### src/rtl/addrdecode_skid.sv
// -----------------------------------------------------------------------------
// addrdecode_skid
//
// Registered address decoder for the crossbar request path. It accepts a
// request (address + payload) and picks one of NS slaves. On overlapping
// regions the lowest slave index wins, and each slave has a run-time enable.
// One cycle later the request is presented with a one-hot decode. Unmapped or
// disabled targets decode to the bus-error bit NS.
//
// A one-entry skid register sits in front of the output register. Because of
// it, o_stall is a flop output, and no combinational path runs from i_stall to
// o_stall.
//
// Ports
//   i_clk      rising-edge clock
//   i_reset    synchronous, active-high reset
//   i_valid    upstream request valid (ignored while o_stall is high)
//   o_stall    upstream stall, registered (high while the skid entry is full)
//   i_addr     request address
//   i_data     request payload, passed through untouched
//   i_enable   per-slave enable, sampled when the output register loads
//   o_valid    downstream request valid
//   i_stall    downstream stall
//   o_decode   one-hot target; bit NS flags "no slave" (bus error)
//   o_addr     registered address
//   o_data     registered payload
// -----------------------------------------------------------------------------
module addrdecode_skid #(
  parameter int                NS           = 4,
  parameter int                AW           = 32,
  parameter int                DW           = 38,
  parameter logic [NS*AW-1:0]  SLAVE_ADDR   = {32'h8000_0000, 32'h0000_0000,
                                               32'h1000_0000, 32'h0000_0000},
  parameter logic [NS*AW-1:0]  SLAVE_MASK   = {32'h8000_0000, 32'hC000_0000,
                                               32'hFF00_0000, 32'hF000_0000},
  parameter bit                OPT_LOWPOWER = 1'b0
) (
  input  logic          i_clk,
  input  logic          i_reset,
  input  logic          i_valid,
  output logic          o_stall,
  input  logic [AW-1:0] i_addr,
  input  logic [DW-1:0] i_data,
  input  logic [NS-1:0] i_enable,
  output logic          o_valid,
  input  logic          i_stall,
  output logic [NS:0]   o_decode,
  output logic [AW-1:0] o_addr,
  output logic [DW-1:0] o_data
);

  // Skid entry.
  logic          skid_valid;
  logic [AW-1:0] skid_addr;
  logic [DW-1:0] skid_data;

  // Source presented to the output register: the skid entry first, so
  // ordering is kept, otherwise the input port.
  logic          src_valid;
  logic [AW-1:0] src_addr;
  logic [DW-1:0] src_data;
  logic [NS-1:0] match;
  logic [NS:0]   src_decode;

  logic load;
  logic skid_fill;

  // The output register is free when empty, or when its content retires
  // this cycle.
  assign load = !o_valid || !i_stall;

  // A new request arrives while the output is held. Park it in the skid
  // entry. The !skid_valid term is what makes i_valid ignored while
  // o_stall is high.
  assign skid_fill = i_valid && !skid_valid && o_valid && i_stall;

  assign src_valid = skid_valid || i_valid;
  assign src_addr  = skid_valid ? skid_addr : i_addr;
  assign src_data  = skid_valid ? skid_data : i_data;

  // o_stall is exactly the skid-full flag, so it is a register output.
  assign o_stall = skid_valid;

  // NOTE: every signal written in an always_comb gets a default first, so no
  // path leaves it unassigned and no latch is inferred.
  always_comb begin
    match = '0;
    for (int k = 0; k < NS; k++) begin
      match[k] = i_enable[k]
              && (((src_addr ^ SLAVE_ADDR[k*AW +: AW]) & SLAVE_MASK[k*AW +: AW]) == '0);
    end
  end

  // Priority pick. The loop walks from the highest index down, so the lowest
  // matching slave is written last and wins. With no match, only the
  // bus-error bit remains set.
  always_comb begin
    src_decode = '0;
    if (src_valid) begin
      src_decode[NS] = 1'b1;
      for (int k = NS - 1; k >= 0; k--) begin
        if (match[k]) begin
          src_decode    = '0;
          src_decode[k] = 1'b1;
        end
      end
    end
  end

  // Output register.
  // NOTE: sequential state is written with non-blocking assignments only, so
  // every flop samples the pre-edge values regardless of block ordering.
  always_ff @(posedge i_clk) begin
    if (i_reset) begin
      // NOTE: the address and payload registers are reset too, not just the
      // valid flag, so a reset output never shows stale data in any mode.
      o_valid  <= 1'b0;
      o_decode <= '0;
      o_addr   <= '0;
      o_data   <= '0;
    end else if (load) begin
      o_valid  <= src_valid;
      o_decode <= src_decode;
      if (!OPT_LOWPOWER || src_valid) begin
        o_addr <= src_addr;
        o_data <= src_data;
      end else begin
        o_addr <= '0;
        o_data <= '0;
      end
    end
  end

  // Skid register. Fill and load never coincide: a fill needs the output
  // held (o_valid && i_stall), and that blocks a load.
  always_ff @(posedge i_clk) begin
    if (i_reset) begin
      skid_valid <= 1'b0;
      skid_addr  <= '0;
      skid_data  <= '0;
    end else if (skid_fill) begin
      skid_valid <= 1'b1;
      skid_addr  <= i_addr;
      skid_data  <= i_data;
    end else if (load) begin
      // Draining, or already empty: the entry is free after this edge.
      skid_valid <= 1'b0;
      if (OPT_LOWPOWER) begin
        skid_addr <= '0;
        skid_data <= '0;
      end
    end
  end

endmodule

### config.mk
export PLATFORM = sky130hd
export DESIGN_NAME = addrdecode_skid
export DESIGN_NICKNAME = d
export VERILOG_FILES = /design/src/rtl/addrdecode_skid.sv
export SDC_FILE = /design/constraint.sdc
export NUM_CORES = 1
export LEC_CHECK = 0
export ABC_CLOCK_PERIOD_IN_PS = 2760
export BUFFER_PORTS_ARGS = -buffer_cell sky130_fd_sc_hd__buf_2
export CAP_MARGIN = 15
export CORE_UTILIZATION = 35
export DETAILED_ROUTE_END_ITERATION = 7
export HOLD_SLACK_MARGIN = 0.03
export SYNTH_ARGS = -nofsm -noshare
export SYNTH_HDL_FRONTEND = slang
export SYNTH_SLANG_ARGS = --single-unit
### constraint.sdc
create_clock -name i_clk -period 2.76 [get_ports i_clk]
set_clock_uncertainty 0.1 [all_clocks]
set_input_delay 0.276 -clock i_clk [delete_from_list [all_inputs] [get_ports i_clk]]
set_output_delay 0.276 -clock i_clk [all_outputs]
set_load 0.03 [all_outputs]
# Word level (Yosys, flattened, before mapping)
# Cells that the tools add are included.
dict set report totals {
  ff_bits 147
  in_bits 78
  out_inout_bits 77
  word_cells 35
}
dict set report op_classes {
  n_mux 9
  bitwise 2
  reduce_logical 17
}
# op n
set ops {}
lappend ops {{$logic_not 32->1} 4}
lappend ops {{$mux 38} 1}
lappend ops {{$mux 32} 1}
lappend ops {{$mux 5} 5}
lappend ops {{$logic_and 1x1->1} 7}
lappend ops {{$logic_not 1->1} 3}
lappend ops {{$logic_or 1x1->1} 2}
lappend ops {{$mux 1} 2}
lappend ops {{$not 1->1} 2}
lappend ops {{$reduce_bool 2->1} 1}

# Depth between registers and ports, before layout
# Gate-level depths: netlist of the first run.
dict set report depth {
  ltp_word 9
  ltp_mapped 7
  ltp_nobuf 4
}

# Worst setup path before layout of the first run
# OpenSTA, ideal clock, no wires.
dict set report synth_path {
  path_kind {reg2reg}
  start {register skid_valid, in the netlist o_stall}
  end {register o_decode[2]}
  setup_ns 0.117
  arrival_ns 1.330
  t_required_ns 2.543
  path_slack_ns 1.214
  path_stages_with_launch 6
  n_path_buf 1
  path_cell_list {dfxtp_1 -> buf_6 -> nor4b_1 -> nand2_1 -> and3_1 -> a22o_1}
}
dict set report synth_via {
  elab_chain_len 7
}
# element line_no
set synth_rtl {}
lappend synth_rtl {{start, declared} 53} ;# logic skid_valid;
lappend synth_rtl {{start signal, assigned} 138} ;# skid_valid <= 1'b0;
lappend synth_rtl {{start signal, assigned} 142} ;# skid_valid <= 1'b1;
lappend synth_rtl {{start signal, assigned} 147} ;# skid_valid <= 1'b0;
lappend synth_rtl {{$mux 32} 78} ;# assign src_addr = skid_valid ? skid_addr : i_addr;
lappend synth_rtl {{$logic_not 32->1 / $not 1->1 (equally long branches)} --}
lappend synth_rtl {{$logic_and 1x1->1 / $logic_not 32->1 (equally long branches)} 90} ;# && (((src_addr ^ SLAVE_ADDR[k*AW +: AW]) & SLAVE_MASK[k*AW +: AW]) == '0);
lappend synth_rtl {{$mux 5 / $logic_and 1x1->1 (equally long branches)} {102, 90}}
lappend synth_rtl {{$mux 5 (2 in series)} 102} ;# if (match[k]) begin
lappend synth_rtl {{$mux 5 (*)} 99} ;# if (src_valid) begin
lappend synth_rtl {{end signal, assigned} 123} ;# o_decode <= src_decode;
lappend synth_rtl {{end, declared} 47} ;# output logic [NS:0] o_decode,
# Mark *: on every way between the ends. The rest lies on a longest branch, timed or not.
# A chain may end at the register's enable or synchronous reset.

# Final worst setup path of the first run
dict set report layout_path {
  start {register o_valid}
  end {register skid_data[30]}
}
dict set report layout_via {
  elab_chain_len 2
}
# element line_no
set layout_rtl {}
lappend layout_rtl {{start, declared} 45} ;# output logic o_valid,
lappend layout_rtl {{start signal, assigned} 122} ;# o_valid <= src_valid;
lappend layout_rtl {{$logic_and 1x1->1 (2 in series)} 75} ;# assign skid_fill = i_valid && !skid_valid && o_valid && i_stall;
lappend layout_rtl {{end signal, assigned} 144} ;# skid_data <= i_data;
lappend layout_rtl {{end, declared} 55} ;# logic [DW-1:0] skid_data;
# No other way between the ends.

==> out/results.env, run 1 <==
PORT_BUFFERS=154
MAX_FREQ_MHz=433
ROOT_BUFFER='clkbuf_16'
CTS_INSERTED_BUFFERS=17
POWER.DENSITY_CELL_AREA_mW_PER_MM2=671
CTS_BUFFER_DEPTH=2
SETUP_TOTAL_NEGATIVE_SLACK_NS=0
SYNTHESIS.INSTANCES=655
SETUP_VIOLATIONS=0
GLOBALROUTE.TOTALOVERFLOW=0
HOLDWS_NS=0.144
CRITICAL_PATH.STARTPOINT_TYPE='flip-flop'
FINAL.PERIOD_UTILIZATION_PCT=83.6
DETAILROUTE.VIA_COUNT=5108
YS_DOMINANT_REG_CELL='dfxtp_1'
FINALWIRELENGTH_UM=15200
GRT_PASS1_WL_UM=23900
FINAL_LAYOUT_SIZE_SUFFIX_GT1_SHARE_PCT=23.3
SYN_TO_FINAL_GROWTH_PCT=39.6
CRIT_PATH_CELL_TRACE='nand2_1, nor2b_4, buf_4, nand2_1, a21oi_1'
VIAS_PER_CELL=4.68
CRITPATHREQUIREDTIME_NS=3.00
ROUTED_WIRE_LENGTH_PER_INSTANCE_UM=13.9
OUTCOME='finished, violations left'
SYNTH-ASYNC-RESET-RATIO_PCT=0
SYNTHTOPCELLSBYAREA='dfxtp_1 52%, nand2_1 14%, mux2i_1 12%, a21oi_1 6.5%, o21ai_0 6.4%'
FAILED_CHECKS='DRC'
GRT_PASS1_VIAS=4707
FINALNETCOUNT=939
DIE_WIDTH_UM=129
SYNTH_EDF_COUNT=0
ANTENNA_LEFT=0
SYNTH.DISTINCT_CELLS=30
VDD.IR_DROP.WORST_mV=0.382
FINAL_COMMON_CELL='nand2_1'
GRT.TOTAL_USAGE_PCT=18.6
GRT_MAX_DEGREE=82
WORST_PIN_SLEW_NS=0.958
SYNTHESIS.NETS=733
SYN_AREA_SQ_MM=0.00565
LEAKAGEPOWER_uW=0.00307
DR.PASS1.ITERS=6
NUM_ROWS=46
CRITICAL_PATH_PEAK_FANOUT=38
FLOORPLAN.DIE.HEIGHT_UM=129
ANTENNA_FOUND_INITIAL=1
CRIT_TYPE='reg -> reg'
YOSYSWARNINGCOUNT=0
YS_FF_LATCH=147
NETLIST.AREA_LEADER.SHARE_PCT=52.1
CLOCK_SINK_COUNT=147
CRIT_PATH_END_KIND='flip-flop'
CTS_HTREE_LEVELS=4
CLK_PIN_SLEW_NS=0.06
RSZ0062_AT_GRT='no'
DETAILEDROUTE.FIRSTITERATIONVIOLATIONS=253
START_UTIL_PCT=35.7
TIMING.MAX_CAP.VIOLATIONS=0
PLACE.GP.CONGESTION=0.745
SYNTH_AREA_PER_CELL_SQ_UM=8.62
MOST_USED_CELL_ALONG_THE_CRITICAL_PATH='nand2_1'
HOLD_PATH_CLASS='in -> reg'
FINALMAXSLEWVIOLATIONS=0
MAXIMUM_SINGLE_STAGE_DELAY_ON_THE_CRITICAL_PATH_NS=0.81
WORST-R2R-SETUP-SLACK_NS=0.45
FINALHOLDVIOLATIONS=0
DIEAREA_SQ_MM=0.0166
WORST_PATH_MAX_DELAY_CELL='nor2b_4'
WORST_SLEW_MARGIN_REL_PCT=36.0
DP_HPWL_UM=8890
WORSTPATHARRIVAL_NS=2.55
FLOORPLAN.CORE_AREA_SQ_MM=0.0158
SHARE_OF_SYNTHESIZED_AREA_OCCUPIED_BY_FLIP_FLOPS_AND_LATCHES_PCT=52.1
MOST-COMMON-LAYOUT-CELLS='218 x nand2_1, 154 x buf_2, 146 x dfxtp_1'
CTS_TREE='yes'
SYNTH_AREA_LEADER_CELL='dfxtp_1'
LAYOUT_MIN_CYCLE_TIME_NS=2.31
IO_PINS=155
DRC=2
CLK_LATENCY_NS=0.42
-- Yosys cell counts (all sizes together) (2+ instances only) --
library cell	instances
nor2	3
o21ai	72
nor4	2
buf	30
clkbuf	18
nor2b	2
a21oi	73
inv	2
nor3	3
nor4bb	2
a22o	2
nand2	218
mux2i	70
dfxtp	147
-- registers in the layout, indices dropped and copies added, names as in the netlist --
signal,flops
o_valid,1
skid_data,38
o_decode,5
o_addr,32
skid_addr,32
o_stall,1
o_data,38
-- stage by stage --
step	area (sq um)	util (%)	power, uW	cells	setup slack [ns]
floorplan	5650	-	2640	655	1.21
global placement	6550	41.4	2840	987	0.470
detailed placement	6550	41.4	2850	987	0.394
CTS	7880	49.8	5340	1090	0.394
global route	7880	49.8	5510	1090	0.198
finish	7880	49.8	5290	1091	0.452
-- final cells by class --
type,instances,area (sq um)
Clock buffer,20,467
Antenna cell,1,2.50
Multi-Input combinational cell,458,2460
Clock inverter,12,153
Fill cell,1504,7940
Sequential cell,147,2950
Tap cell,216,270
Inverter,2,7.51
Timing Repair Buffer,235,1580
-- path summary, 6_finish.rpt --
kind                                  start       endpoint  depth (start not counted)
worst max-delay path                o_valid  skid_data[30]                          5
worst min-delay path            i_enable[2]    o_decode[2]                          3
worst max register to register      o_valid  skid_data[30]                          5
worst min register to register   o_addr[30]     o_addr[30]                          2
-- per-layer routing --
metal  global-route usage [%]  up-vias  share of wire (%)
met4                     7.06        0                1.3
li1                         -     2612                  -
met2                     30.3      133                 48
met1                     23.1     2351                 46
met5                        0        -                  0
met3                     5.49       12                4.3
-- critical path, delay by kind of cell, from the launching register on --
kind            cells  cell delay (ns)
simple gates        3             1.12
buf+inv             1             0.48
flops               1             0.36
compound gates      1             0.15
-- logic make-up after synthesis --
group	after synthesis	share of synthesized area [%]
AOI/OAI and AO/OA	153	14.2
buffers and inverters	50	4.79
DFF	147	52.1
muxes	70	12.4
and+or+nand+nor	235	16.5
-- what timing repair did --
action                    4_1_cts  5_1_grt
resized for setup               0        0
hold endpoints to repair       75        0
buffers inserted                0        0
hold buffers                   71        0
-- power by group --
part	total (uW)	switching, uW	internal (uW)
logic	609	371	238
clock network	2410	919	1490
registers	2270	50.5	2220
Note: power is estimated with default switching activity, not from simulation.
==> inputs of run 2 (changes only) <==
- ABC_AREA: not set -> 1
- ABC_CLOCK_PERIOD_IN_PS: 2760 -> 2360
- clock period: 2.76 -> 2.36 ns (I/O delays scaled with it)
==> run 2 against run 1 <==
  * The flow now finishes without violations
  * Non-clock buffer count up 4
  * Wire length grew 3.1%
  * Count of clock-buffer cells in the layout rose by 2
  * Cell count rose by 9.2%
  * Critical endpoint is now o_stall
==> out/results.env, run 2 <==
POST-LAYOUT-TOTAL-POWER_uW=6400
CLK_PIN_SLEW_NS=0.06
GRT_PASS1_VIAS=4958
SYNTH_EDF_COUNT=0
CRIT_END='o_stall'
LEAKAGEPOWER_uW=0.00347
FLOORPLAN.CORE_AREA_SQ_MM=0.0160
ANTENNA_FOUND_INITIAL=0
SYNTHESIS.INSTANCES=765
FILLERS=1645
FINAL_LAYOUT_SIZE_SUFFIX_GT1_SHARE_PCT=21.2
POWER_FRAC_COMB_PCT=12.7
SHARE_OF_SYNTHESIZED_AREA_OCCUPIED_BY_FLIP_FLOPS_AND_LATCHES_PCT=51.1
STARTPOINT='o_stall'
MAX_FREQ_MHz=521
TIMING.HOLD.WORST.START='i_enable[0]'
CTS_HTREE_LEVELS=4
FINALMAXSLEWVIOLATIONS=0
PLACE.GP.CONGESTION=0.778
HOLDWS_NS=0.0821
FLOORPLAN.DIE.HEIGHT_UM=130
POST_SYNTH_MOST_FREQUENT_CELLS='201 x nand2_1, 147 x dfxtp_1, 106 x nor2_1, 106 x o21ai_0, 62 x a31oi_1'
SYN_AREA_SQ_MM=0.00576
SEQ_POWER_SHARE_PCT=42.1
FINAL.PERIOD_UTILIZATION_PCT=81.4
DETAILROUTE.VIA_COUNT=5572
SHARE_OF_POWER_BURNED_IN_THE_CLOCK_NETWORK_PCT=45.3
WORST-R2R-SETUP-SLACK_NS=0.63
SETUP_SLACK_NS=0.439
OUTCOME='finished, final reports clean'
TIMING.MAX_CAP.VIOLATIONS=0
HOLD_PATH_CLASS='in -> reg'
SYNTH_AREA_PER_CELL_SQ_UM=7.53
YOSYSMOSTFREQUENTCELL='nand2_1'
CRIT_REG_REG_ENDPOINT='o_decode[4]'
CRIT_PATH_END_KIND='primary output'
GRT.TOTAL_USAGE_PCT=18.8
SYNTH-ASYNC-RESET-RATIO_PCT=0
SETUP_TOTAL_NEGATIVE_SLACK_NS=0
YS_FF_LATCH=147
FINAL_COMMON_CELL='nand2_1'
DR.PASS1.ITERS=4
TIMING.RR.START='o_stall'
IO_PINS=155
NUM_ROWS=46
DIE_WIDTH_UM=130
SYN_TO_FINAL_GROWTH_PCT=38.1
POWER_REPORT.INTERNAL_TOTAL_uW=4800
WORSTPATHARRIVAL_NS=1.59
FINALNETCOUNT=1041
DIODES=0
SWSHARE_PCT=25.0
WORST_PATH_MAX_DELAY_CELL='buf_4'
CLOCK_SINK_COUNT=147
GRT_PASS1_WL_UM=24700
POSTCTS_RESIZE_CNT=0
FINALHOLDVIOLATIONS=0
ROUTED_WIRE_LENGTH_PER_INSTANCE_UM=13.1
DIEAREA_SQ_MM=0.0170
DRC=0
ROOT_BUFFER='clkbuf_16'
CLK_LATENCY_NS=0.42
DETAILEDPLACE.WORSTSLACK_NS=0.632
CRITPATHBUFINV=2
VDD.IR_DROP.WORST_mV=0.473
RSZ0062_AT_GRT='no'
CTS_TREE='yes'
START_UTIL_PCT=36.0
WORST_PIN_SLEW_NS=0.631
ANTENNA_LEFT=0
SYNTHESIS.NETS=843
GLOBALROUTE.TOTALOVERFLOW=0
MULTI_INPUT_COMB_AREA_SQ_MM=0.00241
MOST-COMMON-LAYOUT-CELLS='200 x nand2_1, 154 x buf_2, 146 x dfxtp_1'
CRITICAL_PATH_PEAK_FANOUT=55
DETAILEDROUTE.FIRSTITERATIONVIOLATIONS=376
SEQCELLAREA_SQ_MM=0.00294
SETUP_VIOLATIONS=0
PORT_BUFFERS=154
WORST-R2R-CELL-COUNT=8
SYNTH_AREA_LEADER_CELL='dfxtp_1'
SYNTHTOPCELLSBYAREA='dfxtp_1 51%, nand2_1 13%, o21ai_0 9.2%, nor2_1 6.9%, a31oi_1 6.7%'
WORSTSETUPPATHDEPTH=2
CRITICAL_PATH.STARTPOINT_TYPE='flip-flop'
CPLARGESTDELAYFAMILY='buffers and inverters'
CTS_BUFFER_DEPTH=2
FINALWIRELENGTH_UM=15600
POWER_SWITCHING_uW=1600
LARGEST_REGISTERS='o_data x38, skid_data x38'
CRIT_PATH_CELL_TRACE='buf_4, buf_2'
YOSYSWARNINGCOUNT=0
CRIT_TYPE='reg -> out'
FINALCOREUTILIZATION_PCT=49.7
VIAS_PER_CELL=4.68
SYNTH.DISTINCT_CELLS=19
NETLIST.AREA_LEADER.SHARE_PCT=51.1
MIN_DELAY_PATH_DEPTH=5
WORST_SLEW_MARGIN_REL_PCT=57.9
LAYOUT_MIN_CYCLE_TIME_NS=1.92
CRITPATHREQUIREDTIME_NS=2.02
GRT_MAX_DEGREE=84
YS_DOMINANT_REG_CELL='dfxtp_1'
POWER.DENSITY_CELL_AREA_mW_PER_MM2=805
POST-CTS-SETUP-BUFFER-COUNT=0
CTS_INSERTED_BUFFERS=17
MAXIMUM_SINGLE_STAGE_DELAY_ON_THE_CRITICAL_PATH_NS=0.51
DP_HPWL_UM=9300
## run 2: cell type report
| cell class | count | share of cell area (%) |
|---|---|---|
| clock buffer | 22 | 6.09 |
| clock inverter | 9 | 1.90 |
| inverter | 22 | 1.04 |
| tap | 216 | 3.40 |
| timing repair buffer | 239 | 20.3 |
| multi-input combinational | 536 | 30.3 |
| sequential | 147 | 37.0 |
## run 2: cell families after synthesis
family          share of synthesized area (%)
buf+inv                                  7.41
simple gates                             21.3
flops                                    51.1
compound gates                           20.2
## run 2: tightest hold or removal path, cell delays in order
cell and delay, ns:
buf_2 0.11, nand3_1 0.07, nor2_1 0.05, nand2_1 0.05
nand2_1 0.04
## run 2: power by group through the flow
stage / logic [uW] / clock network [uW] / registers [uW]
6_report: 810 / 2900 / 2690
5_1_grt: 894 / 3060 / 2710
3_5_place_dp: 721 / 0 / 2740
2_1_floorplan: 297 / 0 / 2920
3_3_place_gp: 719 / 0 / 2740
4_1_cts: 815 / 2960 / 2690
## run 2: worst min path at each step
| stage | to |
|---|---|
| floorplan | skid_addr[15] |
| global placement | o_addr[25] |
| detailed placement | o_decode[0] |
| CTS | o_decode[2] |
| global route | o_decode[2] |
| finish | o_decode[0] |
## run 2: timing repair
| action | CTS | global route |
|---|---|---|
| endpoints found under the setup margin | 0 | 0 |
| hold buffers | 72 | 0 |
| endpoints found under the hold margin | 134 | 0 |
## run 2: through the flow
stage          std cells  cell area (sq um)
2_1_floorplan        765               5760
3_3_place_gp        1088               6600
3_5_place_dp        1088               6600
4_1_cts             1191               7950
5_1_grt             1191               7950
6_report            1191               7950
## run 2: metal layers
layer  wire (um)  vias to the layer above  track usage [%]
li1            -                     2933                -
met1        7700                     2501             25.9
met2        7090                      124             28.6
met3         618                       14             4.06
met4         226                        0             7.05
met5           0                        -                0
